File: config.mk
export PLATFORM = sky130hd
export DESIGN_NAME = tsm_toy_sequencer_flat
export DESIGN_NICKNAME = d
export VERILOG_FILES = /design/src/rtl/tsm_toy_sequencer_pkg.sv /design/src/rtl/tsm_toy_sequencer_if.sv /design/src/rtl/tsm_toy_sequencer_share_fifo.sv /design/src/rtl/tsm_toy_sequencer.sv /design/src/flat_wrapper.sv
export SDC_FILE = /design/constraint.sdc
export NUM_CORES = 1
export LEC_CHECK = 0
export CAP_MARGIN = 10
export CORE_ASPECT_RATIO = 0.75
export CORE_UTILIZATION = 23
export DETAILED_ROUTE_END_ITERATION = 8
export GPL_TIMING_DRIVEN = 0
export SETUP_SLACK_MARGIN = 0.3
export SYNTH_ARGS = -nofsm -noshare
export SYNTH_HDL_FRONTEND = slang
export SYNTH_SLANG_ARGS = --single-unit
export TNS_END_PERCENT = 1
File: constraint.sdc
create_clock -name clk -period 3 [get_ports clk]
set_input_delay 0.75 -clock clk [delete_from_list [all_inputs] [get_ports clk]]
set_output_delay 0.75 -clock clk [all_outputs]
set_load 0.01 [all_outputs]
File: src/rtl/tsm_toy_sequencer_pkg.sv
// Shared definitions for the toy sequencer: LFSR constants, FSM state
// encoding and the unrolled 20-step LFSR advance.
package tsm_pkg;

  // Galois mask for x^32 + x^22 + x^2 + x + 1 (right-shifting form)
  localparam logic [31:0] LFSR_POLY = 32'h8020_0003;
  localparam logic [31:0] LFSR_SEED = 32'h0000_0001;

  typedef enum logic [1:0] {
    ST_WARMUP = 2'd0,
    ST_RUN    = 2'd1,
    ST_DRAIN  = 2'd2
  } state_e;

  function automatic logic [31:0] lfsr_step20(input logic [31:0] s);
    logic [31:0] r;
    r = s;
    for (int i = 0; i < 20; i++) begin
      r = r[0] ? ((r >> 1) ^ LFSR_POLY) : (r >> 1);
    end
    return r;
  endfunction

endpackage

File: src/rtl/tsm_toy_sequencer_if.sv
// Operand and result streams of the toy sequencer.
//   in_valid/in_ready/in_share1/in_share2     : 2-share operand stream
//   out_valid/out_ready/out_share1/out_share2 : 2-share result stream
// slave  = sequencer side, master = producer/consumer side.
interface tsm_toy_sequencer_if;
  logic       in_valid;
  logic       in_ready;
  logic [3:0] in_share1;
  logic [3:0] in_share2;
  logic       out_valid;
  logic       out_ready;
  logic       out_share1;
  logic       out_share2;

  modport slave (
    input  in_valid, in_share1, in_share2, out_ready,
    output in_ready, out_valid, out_share1, out_share2
  );

  modport master (
    output in_valid, in_share1, in_share2, out_ready,
    input  in_ready, out_valid, out_share1, out_share2
  );
endinterface

File: src/rtl/tsm_toy_sequencer_share_fifo.sv
// tsm_share_fifo: DEPTH x 2-bit synchronous FIFO holding result share pairs.
//   push_i/din_i : write side
//   pop_i/dout_o : read side, dout_o is 0 while empty
//   empty_o      : no entries
//   count_o      : occupancy 0..DEPTH
module tsm_share_fifo #(
  parameter int DEPTH = 4,
  localparam int AW   = $clog2(DEPTH),
  localparam int CW   = AW + 1
) (
  input  logic          clk,
  input  logic          rst,
  input  logic          push_i,
  input  logic [1:0]    din_i,
  input  logic          pop_i,
  output logic [1:0]    dout_o,
  output logic          empty_o,
  output logic [CW-1:0] count_o
);

  logic [1:0]    mem_q [DEPTH];
  logic [AW-1:0] wr_q, rd_q;
  logic [CW-1:0] cnt_q;
  logic          full, wr_en, rd_en;

  assign empty_o = (cnt_q == '0);
  assign full    = (cnt_q == CW'(DEPTH));
  assign count_o = cnt_q;
  // a push into a full FIFO is only taken when a pop frees a slot the same cycle
  assign wr_en   = push_i && (!full || pop_i);
  assign rd_en   = pop_i && !empty_o;
  assign dout_o  = empty_o ? 2'b00 : mem_q[rd_q];

  always_ff @(posedge clk) begin
    if (wr_en) mem_q[wr_q] <= din_i;
  end

  always_ff @(posedge clk or posedge rst) begin
    if (rst) begin
      wr_q  <= '0;
      rd_q  <= '0;
      cnt_q <= '0;
    end else begin
      if (wr_en) wr_q <= wr_q + AW'(1);
      if (rd_en) rd_q <= rd_q + AW'(1);
      cnt_q <= cnt_q + CW'(wr_en) - CW'(rd_en);
    end
  end

endmodule

File: src/rtl/tsm_toy_sequencer.sv
// tsm_toy_sequencer: feeds 2-share operands into the non-stalling masked
// toy datapath, supplies 20 fresh random bits per cycle and buffers results.
//   clk, rst              : clock, async active-high reset
//   seed_load, seed       : reload LFSR (0 -> 1) and restart warm-up
//   flush                 : stop accepting until pipeline and FIFO are empty
//   bus (slave)           : operand and result streams
//   dp_share1/2, dp_rand  : datapath inputs
//   dp_out_share1/2       : datapath result
//   busy                  : results in flight or buffered
//
// state     | meaning
// ST_WARMUP | LFSR mixing after reset/seed load, no accepts
// ST_RUN    | accepting operands while credits remain
// ST_DRAIN  | flush requested, waiting for pipeline and FIFO to empty
module tsm_toy_sequencer
  import tsm_pkg::*;
#(
  parameter int LATENCY = 2,
  parameter int DEPTH   = 4,
  parameter int WARMUP  = 16
) (
  input  logic              clk,
  input  logic              rst,
  input  logic              seed_load,
  input  logic [31:0]       seed,
  input  logic              flush,
  tsm_toy_sequencer_if.slave bus,
  output logic [3:0]        dp_share1,
  output logic [3:0]        dp_share2,
  output logic [19:0]       dp_rand,
  input  logic              dp_out_share1,
  input  logic              dp_out_share2,
  output logic              busy
);

  localparam int CNT_W = (WARMUP > 1) ? $clog2(WARMUP) : 1;
  localparam int CW    = $clog2(DEPTH) + 1;

  state_e             state_q, state_d;
  logic [CNT_W-1:0]   wcnt_q, wcnt_d;
  logic [31:0]        lfsr_q, lfsr_d;
  logic [19:0]        rand_q;
  logic [LATENCY:0]   vld_q;
  logic [3:0]         dps1_q, dps2_q;
  logic               in_ready_c, accept, credit_ok, pop;
  logic [7:0]         inflight;
  logic               fifo_empty;
  logic [CW-1:0]      fifo_cnt;
  logic [1:0]         fifo_dout;

  // ---------------- FSM: state register ----------------
  always_ff @(posedge clk or posedge rst) begin
    if (rst) begin
      state_q <= ST_WARMUP;
      wcnt_q  <= '0;
    end else begin
      state_q <= state_d;
      wcnt_q  <= wcnt_d;
    end
  end

  // ---------------- FSM: next state ----------------
  always_comb begin
    state_d = state_q;
    case (state_q)
      ST_WARMUP: if (wcnt_q == CNT_W'(WARMUP - 1)) state_d = ST_RUN;
      ST_RUN:    if (flush) state_d = ST_DRAIN;
      ST_DRAIN:  if ((vld_q == '0) && fifo_empty) state_d = ST_RUN;
      default:   state_d = ST_WARMUP;
    endcase
    if (seed_load) state_d = ST_WARMUP;
  end

  // ---------------- FSM: outputs ----------------
  always_comb begin
    in_ready_c = 1'b0;
    wcnt_d     = '0;
    if ((state_q == ST_RUN) && credit_ok) in_ready_c = 1'b1;
    if ((state_q == ST_WARMUP) && !seed_load) wcnt_d = wcnt_q + CNT_W'(1);
  end

  // Credits: everything already committed (in flight + buffered) must fit in
  // the FIFO, since the datapath cannot be stalled.
  always_comb begin
    inflight = '0;
    for (int i = 0; i <= LATENCY; i++) inflight = inflight + 8'(vld_q[i]);
  end
  assign credit_ok = (8'(fifo_cnt) + inflight) < 8'(DEPTH);

  assign accept       = bus.in_valid && in_ready_c;
  assign bus.in_ready = in_ready_c;

  assign lfsr_d = seed_load ? ((seed == 32'h0) ? LFSR_SEED : seed)
                            : lfsr_step20(lfsr_q);

  // ---------------- LFSR, datapath drive, valid pipeline ----------------
  always_ff @(posedge clk or posedge rst) begin
    if (rst) begin
      lfsr_q <= LFSR_SEED;
      rand_q <= '0;
      vld_q  <= '0;
      dps1_q <= '0;
      dps2_q <= '0;
    end else begin
      lfsr_q <= lfsr_d;
      rand_q <= lfsr_d[19:0];
      vld_q  <= {vld_q[LATENCY-1:0], accept};
      // idle cycles drive zeros so no secret share lingers on the datapath
      dps1_q <= accept ? bus.in_share1 : 4'h0;
      dps2_q <= accept ? bus.in_share2 : 4'h0;
    end
  end

  assign dp_share1 = dps1_q;
  assign dp_share2 = dps2_q;
  assign dp_rand   = rand_q;

  // ---------------- result buffer ----------------
  assign pop = bus.out_valid && bus.out_ready;

  tsm_share_fifo #(.DEPTH(DEPTH)) u_fifo (
    .clk     (clk),
    .rst     (rst),
    .push_i  (vld_q[LATENCY]),
    .din_i   ({dp_out_share1, dp_out_share2}),
    .pop_i   (pop),
    .dout_o  (fifo_dout),
    .empty_o (fifo_empty),
    .count_o (fifo_cnt)
  );

  assign bus.out_valid  = !fifo_empty;
  assign bus.out_share1 = fifo_dout[1];
  assign bus.out_share2 = fifo_dout[0];
  assign busy           = (vld_q != '0) || !fifo_empty;

endmodule
File: src/flat_wrapper.sv
// flat-port wrapper written by rule: the top's interface ports become plain ports
module tsm_toy_sequencer_flat import tsm_pkg::*;
#(
  parameter int LATENCY = 2,
  parameter int DEPTH   = 4,
  parameter int WARMUP  = 16
)
  (clk, rst, seed_load, seed, flush, dp_share1, dp_share2, dp_rand, dp_out_share1, dp_out_share2, busy, bus_in_valid, bus_in_share1, bus_in_share2, bus_out_ready, bus_in_ready, bus_out_valid, bus_out_share1, bus_out_share2);
  tsm_toy_sequencer_if bus_i ();
  input  logic clk;
  input  logic rst;
  input  logic seed_load;
  input  logic [31:0] seed;
  input  logic flush;
  output logic [3:0] dp_share1;
  output logic [3:0] dp_share2;
  output logic [19:0] dp_rand;
  input  logic dp_out_share1;
  input  logic dp_out_share2;
  output logic busy;
  input wire logic [$bits(bus_i.in_valid)-1:0] bus_in_valid;
  input wire logic [$bits(bus_i.in_share1)-1:0] bus_in_share1;
  input wire logic [$bits(bus_i.in_share2)-1:0] bus_in_share2;
  input wire logic [$bits(bus_i.out_ready)-1:0] bus_out_ready;
  output wire logic [$bits(bus_i.in_ready)-1:0] bus_in_ready;
  output wire logic [$bits(bus_i.out_valid)-1:0] bus_out_valid;
  output wire logic [$bits(bus_i.out_share1)-1:0] bus_out_share1;
  output wire logic [$bits(bus_i.out_share2)-1:0] bus_out_share2;
  assign bus_i.in_valid = bus_in_valid;
  assign bus_i.in_share1 = bus_in_share1;
  assign bus_i.in_share2 = bus_in_share2;
  assign bus_i.out_ready = bus_out_ready;
  assign bus_in_ready = bus_i.in_ready;
  assign bus_out_valid = bus_i.out_valid;
  assign bus_out_share1 = bus_i.out_share1;
  assign bus_out_share2 = bus_i.out_share2;
  tsm_toy_sequencer #(.LATENCY(LATENCY), .DEPTH(DEPTH), .WARMUP(WARMUP)) u_core (.clk(clk), .rst(rst), .seed_load(seed_load), .seed(seed), .flush(flush), .bus(bus_i), .dp_share1(dp_share1), .dp_share2(dp_share2), .dp_rand(dp_rand), .dp_out_share1(dp_out_share1), .dp_out_share2(dp_out_share2), .busy(busy));
endmodule
# After elaboration in Yosys (flattened, before gate mapping)
# Memory sizes are Yosys's and may differ from the RTL's.
# Index checks and enable logic that the tools add are counted.
# W data, S select, Z words.
[totals]
reg_bits = 76
latch_bits = 0
mem_bits_rw = 8
mem_bits_ro = 0
in_bits = 48
out_inout_bits = 33
word_cells = 99
memories = 1
[memory_table]
columns = ["memory", "words", "word_bits", "read_ports", "rd_clocked_by_memory_dff", "wr", "line_no", "text"]
rows = [
  ["u_core.u_fifo.mem_q", 4, 2, 1, 0, 1, "tsm_toy_sequencer_share_fifo.sv:21", "logic [1:0] mem_q [DEPTH];"],
]
[classes]
add_sub_neg = 8
mul = 0
n_div = 0
magnitude_cmp = 1
n_eq_ne = 7
n_shift = 0
muxes = 34
bitwise = 20
reduce_logical = 18
[ops]
columns = ["operator", "count"]
rows = [
  ["$mux W32", 22],
  ["$not A3 Y4", 20],
  ["$logic_not A32 Y1", 1],
  ["$mux W4", 3],
  ["$mux W2", 5],
  ["$add A3 B8 Y8", 1],
  ["$add A8 B1 Y8", 1],
  ["$lt A8 B3 Y1 const B", 1],
  ["$logic_and A1 B1 Y1", 7],
  ["$logic_not A3 Y1", 2],
  ["$ne A3 B2 Y1 const B", 2],
  ["$pmux W2 S3", 1],
  ["$add A2 B1 Y2 const B", 2],
  ["$add A4 B1 Y4 const B", 1],
  ["$eq A4 B4 Y1 const B", 1],
  ["$add A3 B1 Y3", 1],
  ["$eq A3 B3 Y1 const B", 1],
  ["$logic_not A1 Y1", 3],
  ["$mux W1", 3],
  ["$ne A3 B3 Y1 const B", 1],
  ["$reduce_and A3 Y1", 1],
  ["$reduce_bool A3 Y1", 1],
  ["$sub A3 B1 Y3", 1],
  ["$add A1 B1 Y2", 1],
  ["4 further kinds", 5],
]

# Longest topological paths before layout
[depth]
word_depth = 41
mapped_depth = 10
ltp_nobuf = 10

# Modules after synthesis
# A second synthesis with hierarchy kept.
[hier_totals]
hier_cells = 301
area_unflattened_um2 = 3430.8
[modules_own_cells]
columns = ["module", "instances", "cells_each", "area_per_inst_um2", "seq_area_each_um2"]
rows = [
  ["tsm_toy_sequencer", 1, 253, 2720.1, 1252.5],
  ["tsm_share_fifo", 1, 48, 710.7, 415.4],
]

# Worst setup path before layout
# Ideal clock, no wire load.
[synth_timing]
path_kind = "input-to-reg"
start = "in bus_out_ready"
end = "reg u_core.u_fifo.cnt_q[2] (netlist: u_core.u_fifo.count_o[2])"
setup_time_ns = 0.123
arrival_ns = 2.267
required_time_ns = 2.877
slack_ns = 0.610
cell_stages = 9
n_path_buf = 0
cell_sequence = "o41a_1 -> inv_1 -> ha_1 -> inv_1 -> ha_1 -> inv_1 -> fa_1 -> xnor2_1 -> xnor2_1"
[synth_via]
elab_chain_cells = 5
word_cells_on_any_way = 6
classes_between = "add/sub (2); reduce/logical (4)"
[synth_rtl]
columns = ["item", "line_no", "text"]
rows = [
  ["start: declaration", "flat_wrapper.sv:24", "input wire logic [$bits(bus_i.out_ready)-1:0] bus_out_ready;"],
  ["$logic_and A1 B1 Y1 *", "tsm_toy_sequencer.sv:119", "assign pop = bus.out_valid && bus.out_ready;"],
  ["$logic_or A1 B1 Y1", "tsm_toy_sequencer_share_fifo.sv:30", "assign wr_en = push_i && (!full || pop_i);"],
  ["$logic_and A1 B1 Y1", "tsm_toy_sequencer_share_fifo.sv:30", ""],
  ["$add A3 B1 Y3", "tsm_toy_sequencer_share_fifo.sv:46", "cnt_q <= cnt_q + CW'(wr_en) - CW'(rd_en);"],
  ["$sub A3 B1 Y3 *", "tsm_toy_sequencer_share_fifo.sv:46", ""],
  ["end signal: assignment", "tsm_toy_sequencer_share_fifo.sv:46", ""],
  ["end: declaration", "tsm_toy_sequencer_share_fifo.sv:23", "logic [CW-1:0] cnt_q;"],
]
# Mark *: on every way between the ends. The rest lies on a longest branch, timed or not.
# A chain may end at the register's enable or synchronous reset.

# Worst setup path after layout
[layout_timing]
start = "reg u_core.u_fifo.rd_q[0]"
end = "out bus_out_share2"
[layout_via]
elab_chain_cells = 2
[layout_rtl]
columns = ["item", "line_no", "text"]
rows = [
  ["start: declaration", "tsm_toy_sequencer_share_fifo.sv:22", "logic [AW-1:0] wr_q, rd_q;"],
  ["start signal: assignment", "tsm_toy_sequencer_share_fifo.sv:45", "if (rd_en) rd_q <= rd_q + AW'(1);"],
  ["$mem_v2 Z4 W2", "n/a", ""],
  ["$mux W2", "tsm_toy_sequencer_share_fifo.sv:32", "assign dout_o = empty_o ? 2'b00 : mem_q[rd_q];"],
  ["end: declaration", "flat_wrapper.sv:28", "output wire logic [$bits(bus_i.out_share2)-1:0] bus_out_share2;"],
]
# No other way between the ends.

==> results.toml <==
[logic_synthesis]
synth_top_family_by_area = "XOR/XNOR gates"
syn-num-nets = 429
postSynthCellCount = 369
yosysTopAreaCellShare_pct = 35.9
synth_compound_area_share_pct = 10.3
synth_warnings = 0
ys.flop_type = "dfrtp_1"
synth_area_leaders = "dfrtp_1, xnor2_1, edfxtp_1"
synth_seq_cells = 65
synthXorXnorAreaFrac_pct = 21.3
synthSimpleGateAreaFrac_pct = 13.6
synthMuxAreaShare_pct = 1.70
async_reset_ff_share_pct = 87.7
ys_types = 58
yosysSeqAreaShare_pct = 42.7
syn_area_per_cell_um2 = 10.6
synth_edf_count = 8
synth_top_cell_by_area = "dfrtp_1"
syn-cell-area_um2 = 3910
synth_fa_ha_area_share_pct = 4.03

[sta]
rsz0062_at_grt = "yes"
slew_violations = 0
setup_violations = 0
fin_crit_ns = 2.69
tightest_slew_ns = 0.978
hold_viol = 0
period_share_pct = 89.5
max_freq_mhz = 372
finalClockSkew_ns = 0.00458
slew_headroom_pct = 34.3

[clock_tree]
cts_tree = "yes"
cts_root_buf = "clkbuf_16"
cts_num_sinks = 65
clock_latency_ns = 0.34
htreeDepth = 3
cts.path.max_buffers = 2
clk_pin_slew_ns = 0.06
cts_buffers = 9

[route]
viasPerCell = 4.59
ant_nets = 0
wirelength_mm = 10.8
dr.pass1.iters = 7
drt_iter0_drc = 209
drcViolationCount = 7
vias = 3108
wire_per_inst_um = 15.9

[global_routing]
busiest_layer = "met2"
grt_pass1_vias = 3137
met2_usage_pct = 18.6
grt_overflow_total = 0
antenna_found_initial = 0
grt_max_degree = 38
grt_pass1_wl_mm = 16.6
gr-usage-met3_pct = 5.88
grt_util_met1_pct = 16.2
grt_usage_pct = 12.7

[cells_and_area]
design_area_um2 = 5390
final_nets = 522
final_layout_size_suffix_gt1_share_pct = 14.8
areaGrowthSynthToFinish_pct = 37.8
diodes = 0
nFillCells = 1644

[critical_path]
cp_max_fo = 4
slowest_delay_ns = 0.51
worstSetupStartpointType = "flip-flop"
cp.required_ns = 2.25
critPathKind = "reg2out"
slowest_stage = "mux4_2"
crit_chain = "mux4_2 > and2_1 > clkdlybuf4s50_1"
arrival_ns = 1.94
crit_path_end_kind = "output pin"

[die]
dieArea_um2 = 17500
start_util_pct = 23.9
core_area_um2 = 16300
rows = 40
io_pins = 81
die_height_um = 115
die_w_um = 153

[job]
maxCapViolations = 0

[outcome]
status = "finished with violations"
violations = "DRC"

[placement]
hpwl_mm = 8.17
placed_area_um2 = 4980
place_congestion = 0.922
port_buffers = 79

[hold_path]
min_path_type = "reg2reg"
==> cells in the mapped netlist, drive strengths merged (3+ instances only) <==
library cell,number
nand3b,4
and3,8
and2,9
a21o,4
inv,12
nand4,5
nand3,12
xor2,20
xnor3,4
ha,11
a31oi,3
or3,4
o21ai,29
dfrtp,56
nand2,31
clkbuf,7
xnor2,51
a21oi,9
o211ai,3
buf,22
nor2,18
nor3,4
nor4,9
edfxtp,8
==> layout by cell type, fill, tap and decap left out, types with 3 or more instances in the layout <==
master / n
a21o_1: 4
a21oi_1: 8
a31oi_1: 3
and2_1: 9
and3_1: 8
buf_4: 22
bufinv_16: 3
clkbuf_1: 6
clkbuf_16: 9
clkdlybuf4s50_1: 77
dfrtp_1: 55
edfxtp_1: 8
ha_1: 11
inv_1: 11
nand2_1: 31
nand3_1: 12
nand3b_1: 4
nand4_1: 5
nor2_1: 18
nor3_1: 4
nor4_1: 6
nor4_2: 3
o211ai_1: 3
o21ai_0: 28
or3_1: 3
xnor2_1: 44
xnor2_2: 6
xor2_1: 17
==> layout make-up <==
cell class | instances | area, um2 | area share [%]
buffer | 29 | 203 | 3.76
clock inverter | 7 | 125 | 2.32
clock buffer | 9 | 225 | 4.18
sequential | 65 | 1670 | 31.0
timing repair buffer | 82 | 820 | 15.2
inverter | 13 | 48.8 | 0.906
tap | 210 | 263 | 4.88
multi-input combinational | 262 | 2030 | 37.7
==> through the flow <==
| stage | hold WS (ns) | std cells | util (%) | setup slack, ns | setup TNS [ns] |
|---|---|---|---|---|---|
| CTS | 0.410 | 677 | 32.9 | 0.256 | 0 |
| detailed placement | 0.395 | 659 | 30.5 | -0.0960 | -0.123 |
| finish | 0.404 | 677 | 33.0 | 0.314 | 0 |
| global placement | 0.383 | 658 | 30.4 | -0.360 | -19.79 |
| floorplan | 0.378 | 369 | - | 0.610 | 0 |
| global route | 0.433 | 677 | 33.0 | 0.239 | 0 |
==> worst max-delay path: cells and delay by family, from the launching register on <==
family	cells	cell delay [ns]
DFF	1	0.44
and+or+nand+nor	1	0.17
buffers and inverters	1	0.47
muxes	1	0.51
==> flip-flops by register name, summed over array words and instances, names as in the netlist <==
| register | cells |
|---|---|
| u_core.wcnt_q | 4 |
| u_core.lfsr_q | 14 |
| u_core.vld_q | 3 |
| u_core.u_fifo.wr_q | 2 |
| u_core.dp_rand | 19 |
| u_core.u_fifo.count_o | 3 |
| u_core.dp_share1 | 4 |
| u_core.dp_share2 | 4 |
| u_core.u_fifo.mem_q | 8 |
| u_core.state_q | 2 |
| u_core.u_fifo.rd_q | 2 |
==> layer usage <==
metal  share of wire [%]  routed length [um]
met4                 1.9                 207
met2                  44                4710
met3                 9.5                1030
met1                  45                4820
met5                   0                   0
==> what timing repair did <==
action	in CTS	in global routing
resized for setup	8	5
pin swaps	1	0
gates cloned	0	0
setup buffers	2	0
hold buffers	0	0
endpoints found under the setup margin	4	15
==> final timing paths <==
kind / start / to / slack, ns / cells after the start
worst max-delay path: u_core.u_fifo.rd_q[0] / bus_out_share2 / 0.31 / 3
worst min-delay path: u_core.vld_q[1] / u_core.vld_q[2] / 0.40 / 0
worst max register to register: u_core.dp_rand[1] / u_core.lfsr_q[30] / 0.35 / 6
worst min register to register: u_core.vld_q[1] / u_core.vld_q[2] / 0.40 / 0
max in group asynchronous: rst / u_core.lfsr_q[0] / 1.59 / 3
min in group asynchronous: rst / u_core.dp_share2[2] / 0.76 / 2
==> cells by family after synthesis <==
family                     Yosys count
and+or+nand+nor                    106
xor gates and xnor gates            76
muxes                                4
adders and majority gates           12
DFF                                 65
buffers and inverters               42
AOI/OAI and AO/OA                   64
Power is not shown: default switching activity piles up to over one toggle a cycle in this logic, so the estimate is an artifact.
